### config.mk
export PLATFORM = sky130hd
export DESIGN_NAME = relu_grad_unit
export DESIGN_NICKNAME = d
export VERILOG_FILES = /design/src/rtl/relu_grad_unit.sv
export SDC_FILE = /design/constraint.sdc
export NUM_CORES = 1
export LEC_CHECK = 0
export BUFFER_PORTS_ARGS = -buffer_cell sky130_fd_sc_hd__clkbuf_2
export CORE_UTILIZATION = 58
export CTS_CLUSTER_DIAMETER = 80
export DETAILED_ROUTE_END_ITERATION = 10
export PLACE_DENSITY_LB_ADDON = 0.25
export SKIP_CTS_REPAIR_TIMING = 1
export SLEW_MARGIN = 20
export SYNTH_ARGS = -nofsm -noshare
export SYNTH_HDL_FRONTEND = slang
export SYNTH_SLANG_ARGS = --single-unit
### constraint.sdc
create_clock -name clk -period 6 [get_ports clk]
set_clock_uncertainty 0.2 [all_clocks]
set_input_delay 1.8 -clock clk [delete_from_list [all_inputs] [get_ports clk]]
set_output_delay 1.8 -clock clk [all_outputs]
set_load 0.05 [all_outputs]
### src/rtl/relu_grad_unit.sv
// ReLU backward gate: forward side queues one sign-mask bit per activation,
// backward side pops one bit per gradient and passes or zeroes it.
// Optional: define RELU_GRAD_LEAKY_EN to pass mask-0 gradients as grad >>> LEAK_SHIFT.
`ifndef DATA_WIDTH
`define DATA_WIDTH 8
`endif

module relu_grad_unit #(
  parameter int DATA_WIDTH = `DATA_WIDTH,
  parameter int DEPTH      = 16,
  parameter int LEAK_SHIFT = 3
) (
  input  logic                    clk,
  input  logic                    rst_n,
  input  logic                    clear,
  input  logic                    fwd_valid,
  output logic                    fwd_ready,
  input  logic [DATA_WIDTH-1:0]   fwd_act,
  input  logic                    bwd_in_valid,
  output logic                    bwd_in_ready,
  input  logic [DATA_WIDTH-1:0]   bwd_in_grad,
  output logic                    bwd_out_valid,
  input  logic                    bwd_out_ready,
  output logic [DATA_WIDTH-1:0]   bwd_out_grad,
  output logic [$clog2(DEPTH):0]  mask_count
);

  localparam int AW = $clog2(DEPTH);

  logic [DEPTH-1:0]      mask_mem;
  logic [AW-1:0]         wptr, rptr;
  logic                  push, pop, mask_in, mask_out;
  logic [DATA_WIDTH-1:0] gated;

  assign mask_in  = $signed(fwd_act) > 0;
  assign mask_out = mask_mem[rptr];

  // Ready depends on registered state only, so a same-cycle pop never frees a full FIFO.
  assign fwd_ready    = (mask_count != (AW+1)'(DEPTH));
  assign bwd_in_ready = (mask_count != '0) && (!bwd_out_valid || bwd_out_ready);

  assign push = fwd_valid    && fwd_ready    && !clear;
  assign pop  = bwd_in_valid && bwd_in_ready && !clear;

`ifdef RELU_GRAD_LEAKY_EN
  assign gated = mask_out ? bwd_in_grad : ($signed(bwd_in_grad) >>> LEAK_SHIFT);
`else
  logic unused_leak;
  assign unused_leak = ^LEAK_SHIFT;
  assign gated = mask_out ? bwd_in_grad : '0;
`endif

  // Storage needs no reset: pointers and count decide what is live.
  always_ff @(posedge clk) begin
    if (push) mask_mem[wptr] <= mask_in;
  end

  always_ff @(posedge clk or negedge rst_n) begin
    if (!rst_n) begin
      wptr       <= '0;
      rptr       <= '0;
      mask_count <= '0;
    end else if (clear) begin
      wptr       <= '0;
      rptr       <= '0;
      mask_count <= '0;
    end else begin
      if (push) wptr <= wptr + 1'b1;
      if (pop)  rptr <= rptr + 1'b1;
      if (push && !pop)      mask_count <= mask_count + 1'b1;
      else if (pop && !push) mask_count <= mask_count - 1'b1;
    end
  end

  always_ff @(posedge clk or negedge rst_n) begin
    if (!rst_n) begin
      bwd_out_valid <= 1'b0;
      bwd_out_grad  <= '0;
    end else if (clear) begin
      bwd_out_valid <= 1'b0;
      bwd_out_grad  <= '0;
    end else if (pop) begin
      bwd_out_valid <= 1'b1;
      bwd_out_grad  <= gated;
    end else if (bwd_out_ready) begin
      bwd_out_valid <= 1'b0;
    end
  end

endmodule
==> flow_metrics.py <==
metrics = {
    "run_status": {
        "outcome": "complete, no violations",
    },
    "grt": {
        "grt_pass1_vias": 1318,
        "grt_pass1_wl_um": 5820,
        "grt_antenna_before_repair": 0,
        "overflow": 0,
        "grt_usage_pct": 22.9,
        "grt_start_max_net_pins": 27,
    },
    "die": {
        "pin_count": 38,
        "core_area_um2": 3100,
        "start_util_pct": 62.4,
        "rows": 20,
        "die-area_um2": 3570,
        "fp.dieW_um": 59.8,
        "die_h_um": 59.8,
    },
    "final_layout": {
        "fillers": 243,
        "area_growth_pct": 14.4,
        "finalNetCount": 239,
        "drive_gt1_share_pct": 26.8,
        "antenna_cells": 0,
    },
    "place": {
        "dp_hpwl_um": 2580,
        "place_congestion": 0.775,
        "io_buffers": 37,
    },
    "sta": {
        "final-setup-viol-count": 0,
        "setup_tns_ns": 0,
        "post-route-period-util_pct": 75.9,
        "max_slew_margin_pct": 35.1,
        "hold_viol": 0,
        "grt_setup_unrepaired": "false",
        "drv_slew": 0,
        "hold_slack_ns": 0.327,
        "max_freq_mhz": 220,
        "min_period_ns": 4.55,
        "tightest_slew_ns": 0.973,
    },
    "pwr": {
        "power_uw": 927,
        "p_leak_uw": 0.000972,
        "pwr_density_cell_nw_per_um2": 419,
        "vdd_drop_max_mv": 0.347,
    },
    "min_path": {
        "hold_class": "flop to flop",
        "holdPathEnd": "bwd_out_grad[7]",
        "hold_depth": 2,
        "worstHoldStart": "bwd_out_grad[7]",
    },
    "drt": {
        "wirelength_um": 3480,
        "avgRoutedWirePerCell_um": 13.8,
        "via_count": 1367,
        "dr.pass1.iters": 4,
        "ant_nets": 0,
        "drt_iter0_drc": 68,
        "drc": 0,
        "detail_route.vias_per_cell": 5.40,
    },
    "clocking": {
        "clockRootBuffer": "clkbuf_4",
        "clockBufferDepth": 2,
        "worstSkewPairLatency_ns": 0.35,
        "cts_tree": "built",
        "cts.sinks": 38,
        "htreeDepth": 2,
        "cts-buffers-inserted": 5,
        "clkTransAtPathRegs_ns": 0.11,
    },
    "synth": {
        "synth_area_leaders": "dfrtp_1 28%, edfxtp_1 25%, ha_1 5.2%",
        "synth_nets": 201,
        "yosys-top-cells-count": "22 x dfrtp_1, 17 x nor2_1, 16 x edfxtp_1, 16 x nand2_1, 14 x a21oi_1",
        "syn_area_per_cell_um2": 11.4,
        "synth_edf_count": 16,
        "ys_warn_count": 0,
        "synthCells": 170,
        "synth-seq-area-share_pct": 53.3,
        "synthDistinctLibCells": 35,
        "synth_most_common_cell": "dfrtp_1",
        "synth_async_sr_flop_share_pct": 57.9,
        "synth_seq_cells": 38,
        "synth_top_area_share_pct": 28.4,
        "syn_area_um2": 1940,
        "yosysTopAreaCell": "dfrtp_1",
        "synth_ff_type": "dfrtp_1",
    },
    "worst_setup_path": {
        "cp.required_ns": 4.00,
        "r2r-end": "mask_count[4]",
        "arrival_ns": 2.55,
        "start_kind": "input pin",
        "r2r-start": "mask_count[2]",
        "ff2ff_setup_slack_ns": 2.45,
        "reg2reg_depth": 9,
        "crit_fanout": 4,
        "worstSetupPathType": "input pin to output pin",
        "critical_path.endpoint_type": "output pin",
    },
    "run": {
        "maxCapViolations": 0,
    },
}
==> critical path, cell delays in order <==
cell and delay (ns):
clkbuf_2 0.07, nand2b_1 0.16, a21boi_0 0.21, clkbuf_2 0.31
==> power by group <==
| group | switching (uW) | total, uW | internal [uW] |
|---|---|---|---|
| Sequential | 49.4 | 354 | 304 |
| Clock | 85.4 | 142 | 56.7 |
| Combinational | 277 | 432 | 154 |
| Total | 412 | 927 | 515 |
==> state kept, by name (all words and copies together) (netlist names) <==
| name | flops |
|---|---|
| bwd_out_grad | 8 |
| mask_mem | 16 |
| rptr | 4 |
| wptr | 4 |
| mask_count | 5 |
| bwd_out_valid | 1 |
==> per-layer routing <==
layer	track usage, %	vias to the layer above	part of all wire (%)
li1	-	671	-
met1	26.2	670	43
met2	38.7	20	52
met3	8.44	6	2.9
met4	9.30	0	1.5
met5	0	-	0
==> area by class of cell <==
class	count	area (um^2)	area share [%]
Timing Repair Buffer	37	185	8.37
Clock buffer	6	51.3	2.32
Clock inverter	2	11.3	0.509
Inverter	7	26.3	1.19
Tap cell	44	55.1	2.49
Multi-Input combinational cell	119	853	38.6
Sequential cell	38	1030	46.6
==> worst max-delay path by stage <==
stage | start | end | slack [ns] | cells past startpoint
after floorplan | bwd_out_ready | bwd_in_ready | 0.88 | 2
after global placement | bwd_out_ready | bwd_in_ready | 1.50 | 4
after detailed placement | bwd_out_ready | bwd_in_ready | 1.45 | 4
after CTS | bwd_out_ready | bwd_in_ready | 1.45 | 4
after global routing | bwd_out_ready | bwd_in_ready | 1.40 | 4
final | bwd_out_ready | bwd_in_ready | 1.45 | 4
==> cell usage in the layout, fill, tap and decap left out, types with 7 or more instances in the layout <==
| cell | Yosys | final |
|---|---|---|
| a21oi_1 | 14 | 14 |
| and2_1 | 13 | 13 |
| clkbuf_2 | 0 | 37 |
| dfrtp_1 | 22 | 22 |
| edfxtp_1 | 16 | 16 |
| ha_1 | 8 | 8 |
| inv_1 | 7 | 7 |
| nand2_1 | 16 | 16 |
| nand3_1 | 9 | 9 |
| nor2_1 | 17 | 17 |
==> logic make-up (layout without fill, tap and decap cells) <==
family / Yosys count / count (layout) / synth area share (%)
compound gates: 22 / 22 / 7.18
fa+ha+maj: 9 / 9 / 6.21
mux: 10 / 10 / 8.02
flops: 38 / 38 / 53.3
buf+inv: 13 / 52 / 2.65
xor+xnor: 9 / 9 / 4.46
simple gates: 69 / 69 / 18.2
==> metrics by stage <==
step / instances / setup WS (ns) / cell area, um^2 / utilization (%)
2_1_floorplan: 170 / 0.885 / 1940 / -
5_1_grt: 253 / 1.40 / 2210 / 71.3
3_3_place_gp: 245 / 1.50 / 2150 / 69.3
3_5_place_dp: 245 / 1.45 / 2150 / 69.3
6_report: 253 / 1.45 / 2210 / 71.3
4_1_cts: 253 / 1.45 / 2210 / 71.3
Note: power is estimated with default switching activity, not from simulation.
